$ cat src/rtl/fpnew_lane_iter_div_pkg.sv
// Shared defaults for the lane-side iterative divider.
// Holds parameter defaults only; the FSM state type stays local to the top.
package fpnew_lane_iter_div_pkg;

    localparam int unsigned DefWidth      = 32;
    localparam int unsigned DefBitsPerCyc = 1;

endpackage

$ cat src/rtl/fpnew_lane_div_step.sv
// One restoring shift-subtract step of the lane divider.
// {rem, quo} shifts left one bit, and the new quotient bit is shifted into quo.
module fpnew_lane_div_step #(
    parameter int unsigned Width = 32
) (
    input  logic [Width-1:0] rem_i,
    input  logic [Width-1:0] quo_i,
    input  logic [Width-1:0] div_i,
    output logic [Width-1:0] rem_o,
    output logic [Width-1:0] quo_o
);

    logic [Width:0] trial;
    logic [Width:0] diff;
    logic           take;

    // The partial remainder is below the divisor, so W+1 bits hold the difference sign.
    assign trial = {rem_i, quo_i[Width-1]};
    assign diff  = trial - {1'b0, div_i};
    assign take  = ~diff[Width];

    assign rem_o = take ? diff[Width-1:0] : trial[Width-1:0];
    assign quo_o = {quo_i[Width-2:0], take};

endmodule

$ cat src/rtl/fpnew_lane_iter_div.sv
// Lane-side iterative integer divider with a fixed latency of Width/BitsPerCyc cycles.
// Start pulses restart at any time, and flush returns the divider to idle.
module fpnew_lane_iter_div
    import fpnew_lane_iter_div_pkg::*;
#(
    parameter int unsigned Width      = DefWidth,
    parameter int unsigned BitsPerCyc = DefBitsPerCyc
) (
    input  logic             clk_i,
    input  logic             rst_ni,
    input  logic             start_i,
    input  logic             flush_i,
    input  logic             op_signed_i,
    input  logic [Width-1:0] dividend_i,
    input  logic [Width-1:0] divisor_i,
    output logic             fsm_ready_o,
    output logic [Width-1:0] quotient_o,
    output logic [Width-1:0] remainder_o,
    output logic             div_by_zero_o,
    output logic             busy_o
);

    localparam int unsigned Iters = Width / BitsPerCyc;
    localparam int unsigned CntW  = $clog2(Iters + 1);
    localparam logic [Width-1:0] MinVal = {1'b1, {(Width-1){1'b0}}};

    typedef enum logic [1:0] {Idle, Busy, Done} state_e;

    state_e state_q, state_d;

    logic [CntW-1:0]  cnt_q;
    logic [Width-1:0] rem_q, quo_q, div_q, dvd_q;
    logic             sgn_op_q, sign_q_q, sign_r_q, dbz_q, ovf_q;

    logic [BitsPerCyc:0][Width-1:0] rem_c;
    logic [BitsPerCyc:0][Width-1:0] quo_c;

    logic             dvd_neg, dvs_neg, last;
    logic [Width-1:0] dvd_abs, dvs_abs;

    assign dvd_neg = op_signed_i & dividend_i[Width-1];
    assign dvs_neg = op_signed_i & divisor_i[Width-1];
    assign dvd_abs = dvd_neg ? -dividend_i : dividend_i;
    assign dvs_abs = dvs_neg ? -divisor_i : divisor_i;
    assign last    = (cnt_q == CntW'(Iters - 1));

    assign rem_c[0] = rem_q;
    assign quo_c[0] = quo_q;

    for (genvar i = 0; i < BitsPerCyc; i++) begin : g_step
        fpnew_lane_div_step #(
            .Width(Width)
        ) u_step (
            .rem_i(rem_c[i]),
            .quo_i(quo_c[i]),
            .div_i(div_q),
            .rem_o(rem_c[i+1]),
            .quo_o(quo_c[i+1])
        );
    end

    always_ff @(posedge clk_i) begin
        if (!rst_ni) begin
            state_q <= Idle;
        end else begin
            state_q <= state_d;
        end
    end

    // Flush beats start; start beats completion.
    always_comb begin
        state_d = state_q;
        if (flush_i) begin
            state_d = Idle;
        end else if (start_i) begin
            state_d = Busy;
        end else if (state_q == Busy && last) begin
            state_d = Done;
        end
    end

    always_ff @(posedge clk_i) begin
        if (!rst_ni || flush_i) begin
            cnt_q    <= '0;
            rem_q    <= '0;
            quo_q    <= '0;
            div_q    <= '0;
            dvd_q    <= '0;
            sgn_op_q <= 1'b0;
            sign_q_q <= 1'b0;
            sign_r_q <= 1'b0;
            dbz_q    <= 1'b0;
            ovf_q    <= 1'b0;
        end else if (start_i) begin
            cnt_q    <= '0;
            rem_q    <= '0;
            quo_q    <= dvd_abs;
            div_q    <= dvs_abs;
            dvd_q    <= dividend_i;
            sgn_op_q <= op_signed_i;
            sign_q_q <= dvd_neg ^ dvs_neg;
            sign_r_q <= dvd_neg;
            dbz_q    <= (divisor_i == '0);
            ovf_q    <= op_signed_i && dividend_i == MinVal && divisor_i == '1;
        end else if (state_q == Busy) begin
            rem_q <= rem_c[BitsPerCyc];
            quo_q <= quo_c[BitsPerCyc];
            cnt_q <= last ? '0 : cnt_q + CntW'(1);
        end
    end

    always_comb begin
        quotient_o  = quo_q;
        remainder_o = rem_q;
        if (dbz_q) begin
            quotient_o  = '1;
            remainder_o = dvd_q;
        end else if (ovf_q) begin
            quotient_o  = MinVal;
            remainder_o = '0;
        end else if (sgn_op_q) begin
            if (sign_q_q) quotient_o = -quo_q;
            if (sign_r_q) remainder_o = -rem_q;
        end
    end

    assign fsm_ready_o   = (state_q != Busy);
    assign busy_o        = (state_q == Busy);
    assign div_by_zero_o = dbz_q;

endmodule

$ cat config.mk
export PLATFORM = sky130hd
export DESIGN_NAME = fpnew_lane_iter_div
export DESIGN_NICKNAME = d
export VERILOG_FILES = /design/src/rtl/fpnew_lane_iter_div_pkg.sv /design/src/rtl/fpnew_lane_div_step.sv /design/src/rtl/fpnew_lane_iter_div.sv
export SDC_FILE = /design/constraint.sdc
export NUM_CORES = 1
export LEC_CHECK = 0
export BUFFER_PORTS_ARGS = -buffer_cell sky130_fd_sc_hd__buf_2
export CORE_UTILIZATION = 59
export CTS_CLUSTER_SIZE = 16
export DETAILED_ROUTE_END_ITERATION = 8
export GPL_ROUTABILITY_DRIVEN = 0
export PLACE_DENSITY = 0.91
export SYNTH_ARGS = -nofsm -noshare
export SYNTH_HDL_FRONTEND = slang
export SYNTH_SLANG_ARGS = --single-unit
$ cat constraint.sdc
create_clock -name clk_i -period 7.9 [get_ports clk_i]
set_input_delay 1.185 -clock clk_i [delete_from_list [all_inputs] [get_ports clk_i]]
set_output_delay 1.185 -clock clk_i [all_outputs]
set_load 0.05 [all_outputs]
==> results of run 1 <==
==> state kept, by name, indices dropped and copies added, names as in the netlist <==
name and flops:
rem_q 32, sign_r_q 1, sign_q_q 1, dvd_q 32
state_q 2, cnt_q 6, quo_q 32, sgn_op_q 1
div_q 32, ovf_q 1, div_by_zero_o 1
==> critical path, stage by stage, from the launching register on <==
cell,delay (ps)
dfxtp_1,380
nor4_1,570
nand2_1,170
nor2_1,210
nand2_1,130
nor4_2,480
nand2_1,180
o21ai_0,580
xnor2_1,270
nand2b_1,120
buf_2,260
==> metrics by stage <==
step           setup slack (ps)  power, W  cells  hold slack (ps)  cell area, um2
3_3_place_gp               3780   0.00120   1672              444           11100
4_1_cts                    3130   0.00205   1703              470           11700
3_5_place_dp               3600   0.00121   1672              460           11100
5_1_grt                    2750   0.00212   1703              505           11700
2_1_floorplan              3700   0.00110   1389              431           10500
6_report                   2930   0.00206   1703              472           11700
==> power by group through the flow <==
| stage | combinational (W) | sequential (W) | clock (W) |
|---|---|---|---|
| final | 0.000460 | 0.000755 | 0.000845 |
| after global routing | 0.000495 | 0.000758 | 0.000872 |
| after CTS | 0.000449 | 0.000754 | 0.000843 |
| after detailed placement | 0.000442 | 0.000769 | 0 |
| after global placement | 0.000432 | 0.000768 | 0 |
| after floorplan | 0.000339 | 0.000762 | 0 |
==> cells in the mapped netlist, drive strengths merged, types with 16 or more instances <==
master  number  share of area
mux2i       70          0.067
nor3        29          0.014
a21oi      127          0.061
xor2        66          0.055
ha          38          0.045
nor4        21          0.014
nand3       17         0.0081
clkbuf      68          0.024
o31ai       20          0.016
a31oi       17          0.012
a211oi      30          0.023
a21o        39          0.028
nand2      139          0.050
buf         16         0.0081
dfxtp      141           0.27
nor2       154          0.055
xnor2       83          0.071
o22ai       20          0.012
o21ai      105          0.050
inv         61          0.022
==> routing by layer <==
| layer | up-vias | track usage |
|---|---|---|
| met3 | 90 | 0.0762 |
| met1 | 5055 | 0.437 |
| met4 | 0 | 0.161 |
| met5 | - | 0 |
| met2 | 635 | 0.532 |
| li1 | 5075 | - |
==> area by class of cell <==
type                       instances  area share
sequential                       141       0.241
clock buffer                      18      0.0374
tap                              225      0.0240
clock inverter                    13      0.0141
inverter                          61      0.0195
multi-input combinational       1103       0.602
timing repair buffer             142      0.0623
==> kinds of logic (layout without fill, tap and decap cells) <==
family,Yosys count,in the layout
simple gates,436,436
compound gates,409,409
flops,141,141
buf+inv,145,234
fa+ha+maj,39,39
xor+xnor,149,149
mux,70,70
==> final timing paths <==
check | start | end | slack [ps] | cells past startpoint
worst max-delay path | quo_q[2] | quotient_o[31] | 2930 | 10
worst min-delay path | state_q[1] | state_q[1] | 470 | 2
worst max register to register | quo_q[31] | rem_q[3] | 3820 | 12
worst min register to register | state_q[1] | state_q[1] | 470 | 2
==> results by group, run 1 <==
Outcome
  • Status: finished, final reports clean

Timing
  • Final setup violation count: 0
  • Final Skew: 9.27 ps
  • Fin crit share: 0.629
  • Max Slew Vio Count: 0
  • Worst Tran Pin Value: 1170 ps
  • Max Freq: 0.201 GHz
  • Setup repair after global routing missed its margin: no
  • Fin. Hold Viols: 0
  • Setup_tns: 0 ps
  • Slew headroom: 0.218
  • Crit path time final: 4970 ps

Power
  • Maximum resistive drop on vdd: 0.000182 V
  • Int Pwr: 0.00141 W
  • Combinational group share of total power: 0.223
  • Switching Share: 0.318
  • Psw: 0.000654 W
  • Clock Power Share: 0.410
  • Leak: 4.99 nW
  • PD cells: 176 nW/um2
  • Sequential fraction of design power: 0.367

Critical path
  • Worst setup path category: reg -> out
  • CP arrival: 3780 ps
  • CP Max Fanout: 7
  • CP endpoint kind: output pin
  • Worst endpoint required time: 6710 ps
  • Worst Setup Start Kind: flop

Global routing
  • Largest net degree at the start of global routing: 75
  • Number of global-route vias before repair: 9823
  • Total grt overflow: 0
  • First-pass GRT wire length: 48900 um
  • Antenna violations before repair: 0
  • Overall Global Routing Usage: 0.338

Worst hold path
  • Hold Path Class: reg -> reg

Route
  • Pre-antenna DRT Iters: 6
  • Routed wl met3: 3230 um
  • DRT Wirelength: 31100 um
  • Routed wl met2: 13900 um
  • Initial drt markers: 1185
  • Via density: 6.37
  • Routed Antenna Nets: 0
  • Top sig layer: met4
  • Met1 WL: 12800 um
  • Routed wire per std cell: 18.2 um
  • DR DRC count: 0
  • Vias: 10900

Cells and area
  • P&R area growth vs syn: 12.2%
  • Most frequent cells in the layout: 154 x nor2_1, 140 x dfxtp_1, 138 x nand2_1
  • Most common library cell in the layout ignoring fill and taps: nor2_1
  • Multi-input logic area: 7060 um2
  • NumNets Final: 1574
  • Number of antenna diodes: 0
  • Sequential Area: 2820 um2
  • Ratio of cells with drive above 1 in the final layout: 0.131
  • Filler Cell Count: 1345
  • Post-Route Utilization: 0.678

Synth
  • Mapped Cells: 1389
  • Asr flop ratio synth: 0
  • Mean post-synth cell area: 7.52 um2
  • Netlist Area Pre-Place: 10500 um2
  • Sequential cell area fraction in the yosys report: 0.270
  • Ys Warns: 0
  • Synth Area in XOR/XNOR: 0.127
  • Simple logic cell fraction of the synthesized area: 0.190
  • Synth Area in Compound Gates: 0.244
  • Largest family of logic cells by synthesized area: compound AO/OA/AOI/OAI gates
  • Mapped Nets: 1497
  • Distinct cells, synth: 64
  • Ys flop type: dfxtp_1
  • Post-synth EDFFs: 0
  • Multiplexer area fraction after synthesis: 0.0670
  • Synth Area in Adders: 0.0474
  • Register bit total from synthesis: 141

Die
  • # rows: 48
  • Io pins: 136
  • Core ar.: 17300 um2
  • Area of the die: 18200 um2
  • Die X-Extent: 135 um
  • Die Y: 135 um
  • Starting Density: 0.604

Clock tree
  • Post-CTS setup buffers: 0
  • CTS Hold Buffers Added: 0
  • CTS root buf: clkbuf_16
  • Clk buf depth: 2
  • Total CTS buffers: 17
  • Clock latency on the worst-skew pair: 440 ps
  • Reg clk slew, reported paths: 60 ps
  • H-tree levels: 4
  • CTS tree: built
  • Clk sinks: 141
  • CTS resizes: 0

Placed design
  • IO Port Bufs: 135
  • HPWL Detailed: 21900 um

Run
  • # Max-Cap Violations: 0
Note: power is estimated with default switching activity, not from simulation.
==> inputs of run 2 (changes only) <==
==> constraint.sdc (replaced) <==
create_clock -name clk_i -period 5.1 [get_ports clk_i]
set_input_delay 0.765 -clock clk_i [delete_from_list [all_inputs] [get_ports clk_i]]
set_output_delay 0.765 -clock clk_i [all_outputs]
set_load 0.05 [all_outputs]
==> run 2 against run 1 <==
Sequential power increased by 55%. Critical path depth is the same. Sequential share of layout area is essentially flat. Global-route usage rose by 0.21 points. Hold slack got worse by 14 ps. Die area stayed put. Worst setup slack worse by 2000 ps. Power up 52%. Combinational power rose by 54%. Final cell count rose by 0.12%. Highest routed layer unchanged.
==> results by group, run 2 (same netlist as run 1, synthesis figures left out) <==
Timing
  • Setup_tns: 0 ps (unchanged)
  • Final setup violation count: 0 (unchanged)
  • Worst Tran Pin Value: 1110 ps (was 1170 ps)
  • Crit path time final: 4200 ps
  • Setup ws final: 901 ps (was 2930 ps)
  • Slew headroom: 0.258 (was 0.218)
  • Fin. Hold Viols: 0 (unchanged)
  • Max Freq: 0.238 GHz
  • Setup repair after global routing missed its margin: no (unchanged)
  • Final Skew: 12.2 ps (was 9.27 ps)
  • Max Slew Vio Count: 0 (unchanged)
  • Fin crit share: 0.823

Critical path
  • Crit-path slowest cell: nor4_1 (was o21ai_0)
  • Worst-path cell chain: nor4_1 > nand2_1 > nor2_1 > nand2_1 > or4_1 > nor3_1 > a21oi_1 > xor2_1 > a21o_1 > buf_2 (was nor4_1 > nand2_1 > nor2_1 > nand2_1 > nor4_2 > nand2_1 > o21ai_0 > xnor2_1 > nand2b_1 > buf_2)
  • Worst setup path category: reg -> out (unchanged)
  • CP arrival: 3430 ps (was 3780 ps)
  • Worst endpoint required time: 4340 ps (was 6710 ps)
  • FF-to-FF path depth: 12 (unchanged)
  • Critical path startpoint: quo_q[2] (unchanged)
  • CP max stage delay: 510 ps (was 580 ps)
  • CP endpoint kind: output pin (unchanged)
  • Crit path top cell by count: nand2_1 (unchanged)
  • CP Max Fanout: 7 (unchanged)
  • Reg2Reg Launch Point: quo_q[31] (unchanged)
  • Worst Setup Start Kind: flop (unchanged)

Worst hold path
  • Worst Min Path Start: state_q[1] (unchanged)
  • Hold Path Class: reg -> reg (unchanged)
  • Hold Path Stages: 2 (unchanged)

Route
  • DR DRC count: 0 (unchanged)
  • Vias: 10900 (about the same)
  • Initial drt markers: 1313 (was 1185)
  • Via density: 6.40 (was 6.37)
  • Routed wire per std cell: 18.2 um (about the same)
  • Routed Antenna Nets: 0 (unchanged)
  • Pre-antenna DRT Iters: 7 (was 6)
  • DRT Wirelength: 31000 um (was 31100 um)

Die
  • Core ar.: 17300 um2 (unchanged)
  • Die Y: 135 um (unchanged)
  • Area of the die: 18200 um2 (unchanged)
  • Die X-Extent: 135 um (unchanged)
  • # rows: 48 (unchanged)
  • Starting Density: 0.604 (unchanged)
  • Io pins: 136 (unchanged)

Global routing
  • Total grt overflow: 0 (unchanged)
  • Largest net degree at the start of global routing: 95 (was 75)
  • Overall Global Routing Usage: 0.341 (was 0.338)
  • Antenna violations before repair: 0 (unchanged)
  • First-pass GRT wire length: 49300 um (was 48900 um)
  • Number of global-route vias before repair: 9948 (was 9823)

Clock tree
  • Total CTS buffers: 17 (unchanged)
  • Clk sinks: 141 (unchanged)
  • CTS root buf: clkbuf_16 (unchanged)
  • Clk buf depth: 2 (unchanged)
  • Clock latency on the worst-skew pair: 440 ps (about the same)
  • H-tree levels: 4 (unchanged)
  • Post-CTS setup buffers: 0 (unchanged)
  • Reg clk slew, reported paths: 60 ps (about the same)
  • CTS Hold Buffers Added: 0 (unchanged)
  • CTS resizes: 0 (unchanged)
  • CTS tree: built (unchanged)

Cells and area
  • Most frequent cells in the layout: 154 x nor2_1, 140 x dfxtp_1, 138 x nand2_1 (unchanged)
  • Most common library cell in the layout ignoring fill and taps: nor2_1 (unchanged)
  • Multi-input logic area: 7060 um2 (unchanged)
  • Sequential Area: 2820 um2 (unchanged)
  • Ratio of cells with drive above 1 in the final layout: 0.131 (about the same)
  • Filler Cell Count: 1351 (was 1345)
  • Post-Route Utilization: 0.677 (was 0.678)
  • Number of antenna diodes: 0 (unchanged)
  • P&R area growth vs syn: 12.1% (was 12.2%)
  • NumNets Final: 1575 (was 1574)

Outcome
  • Status: finished, final reports clean (unchanged)

Placed design
  • IO Port Bufs: 135 (unchanged)
  • Post-Place Setup Slack: 1290 ps (was 3600 ps)
  • HPWL Detailed: 21800 um (was 21900 um)

Run
  • # Max-Cap Violations: 0 (unchanged)

Power
  • Leak: 4.98 nW (was 4.99 nW)
  • Maximum resistive drop on vdd: 0.000256 V (was 0.000182 V)
  • PD cells: 267 nW/um2 (was 176 nW/um2)
==> run 2: changes by cell type in the layout (fill, tap and decap cells not counted), sizes merged <==
cell    delta
buf        +1
bufinv     -1
inv        -1
clkinv     +2
clkbuf     +1
==> run 2: where the power goes <==
| group | total [W] | internal (W) | leakage, nW | switching (W) |
|---|---|---|---|---|
| registers | 0.00117 | 0.00114 | 1.15 | 0.0000341 |
| clock network | 0.00125 | 0.000733 | 0.276 | 0.000517 |
| logic | 0.000709 | 0.000259 | 3.56 | 0.000450 |
| total | 0.00313 | 0.00213 | 4.98 | 0.00100 |
==> run 2: metal layers <==
metal | share of wire | global-route usage | vias to the layer above | wire (um)
met3 | 0.10 | 0.0800 | 120 | 3210
met5 | 0 | 0 | - | 0
met2 | 0.45 | 0.534 | 647 | 14100
met1 | 0.40 | 0.440 | 5054 | 12500
met4 | 0.038 | 0.160 | 0 | 1170
li1 | - | - | 5090 | -
==> run 2: final timing paths <==
path	endpoint	slack [ps]
hold / removal	state_q[1]	460
setup reg to reg	rem_q[30]	1140
hold reg to reg	state_q[1]	460
setup / recovery	quotient_o[30]	900
==> run 2: area by class of cell <==
class | instances | share of cell area
Clock buffer | 19 | 0.0378
Clock inverter | 13 | 0.0120
Inverter | 61 | 0.0195
Multi-Input combinational cell | 1103 | 0.603
Sequential cell | 141 | 0.241
Tap cell | 225 | 0.0240
Timing Repair Buffer | 143 | 0.0630
==> run 2: metrics by stage <==
step | power, W | hold slack [ps] | area [um2] | instances
2_1_floorplan | 0.00171 | 431 | 10500 | 1389
3_3_place_gp | 0.00186 | 441 | 11100 | 1673
3_5_place_dp | 0.00188 | 452 | 11100 | 1673
4_1_cts | 0.00311 | 460 | 11700 | 1705
5_1_grt | 0.00324 | 489 | 11700 | 1705
6_report | 0.00313 | 458 | 11700 | 1705
==> run 2: critical path, delay by kind of cell, from the launching register on <==
kind / cells / cell delay (ps)
simple gates: 6 / 1910
flops: 1 / 370
compound gates: 2 / 330
buf+inv: 1 / 200
xor+xnor: 1 / 180
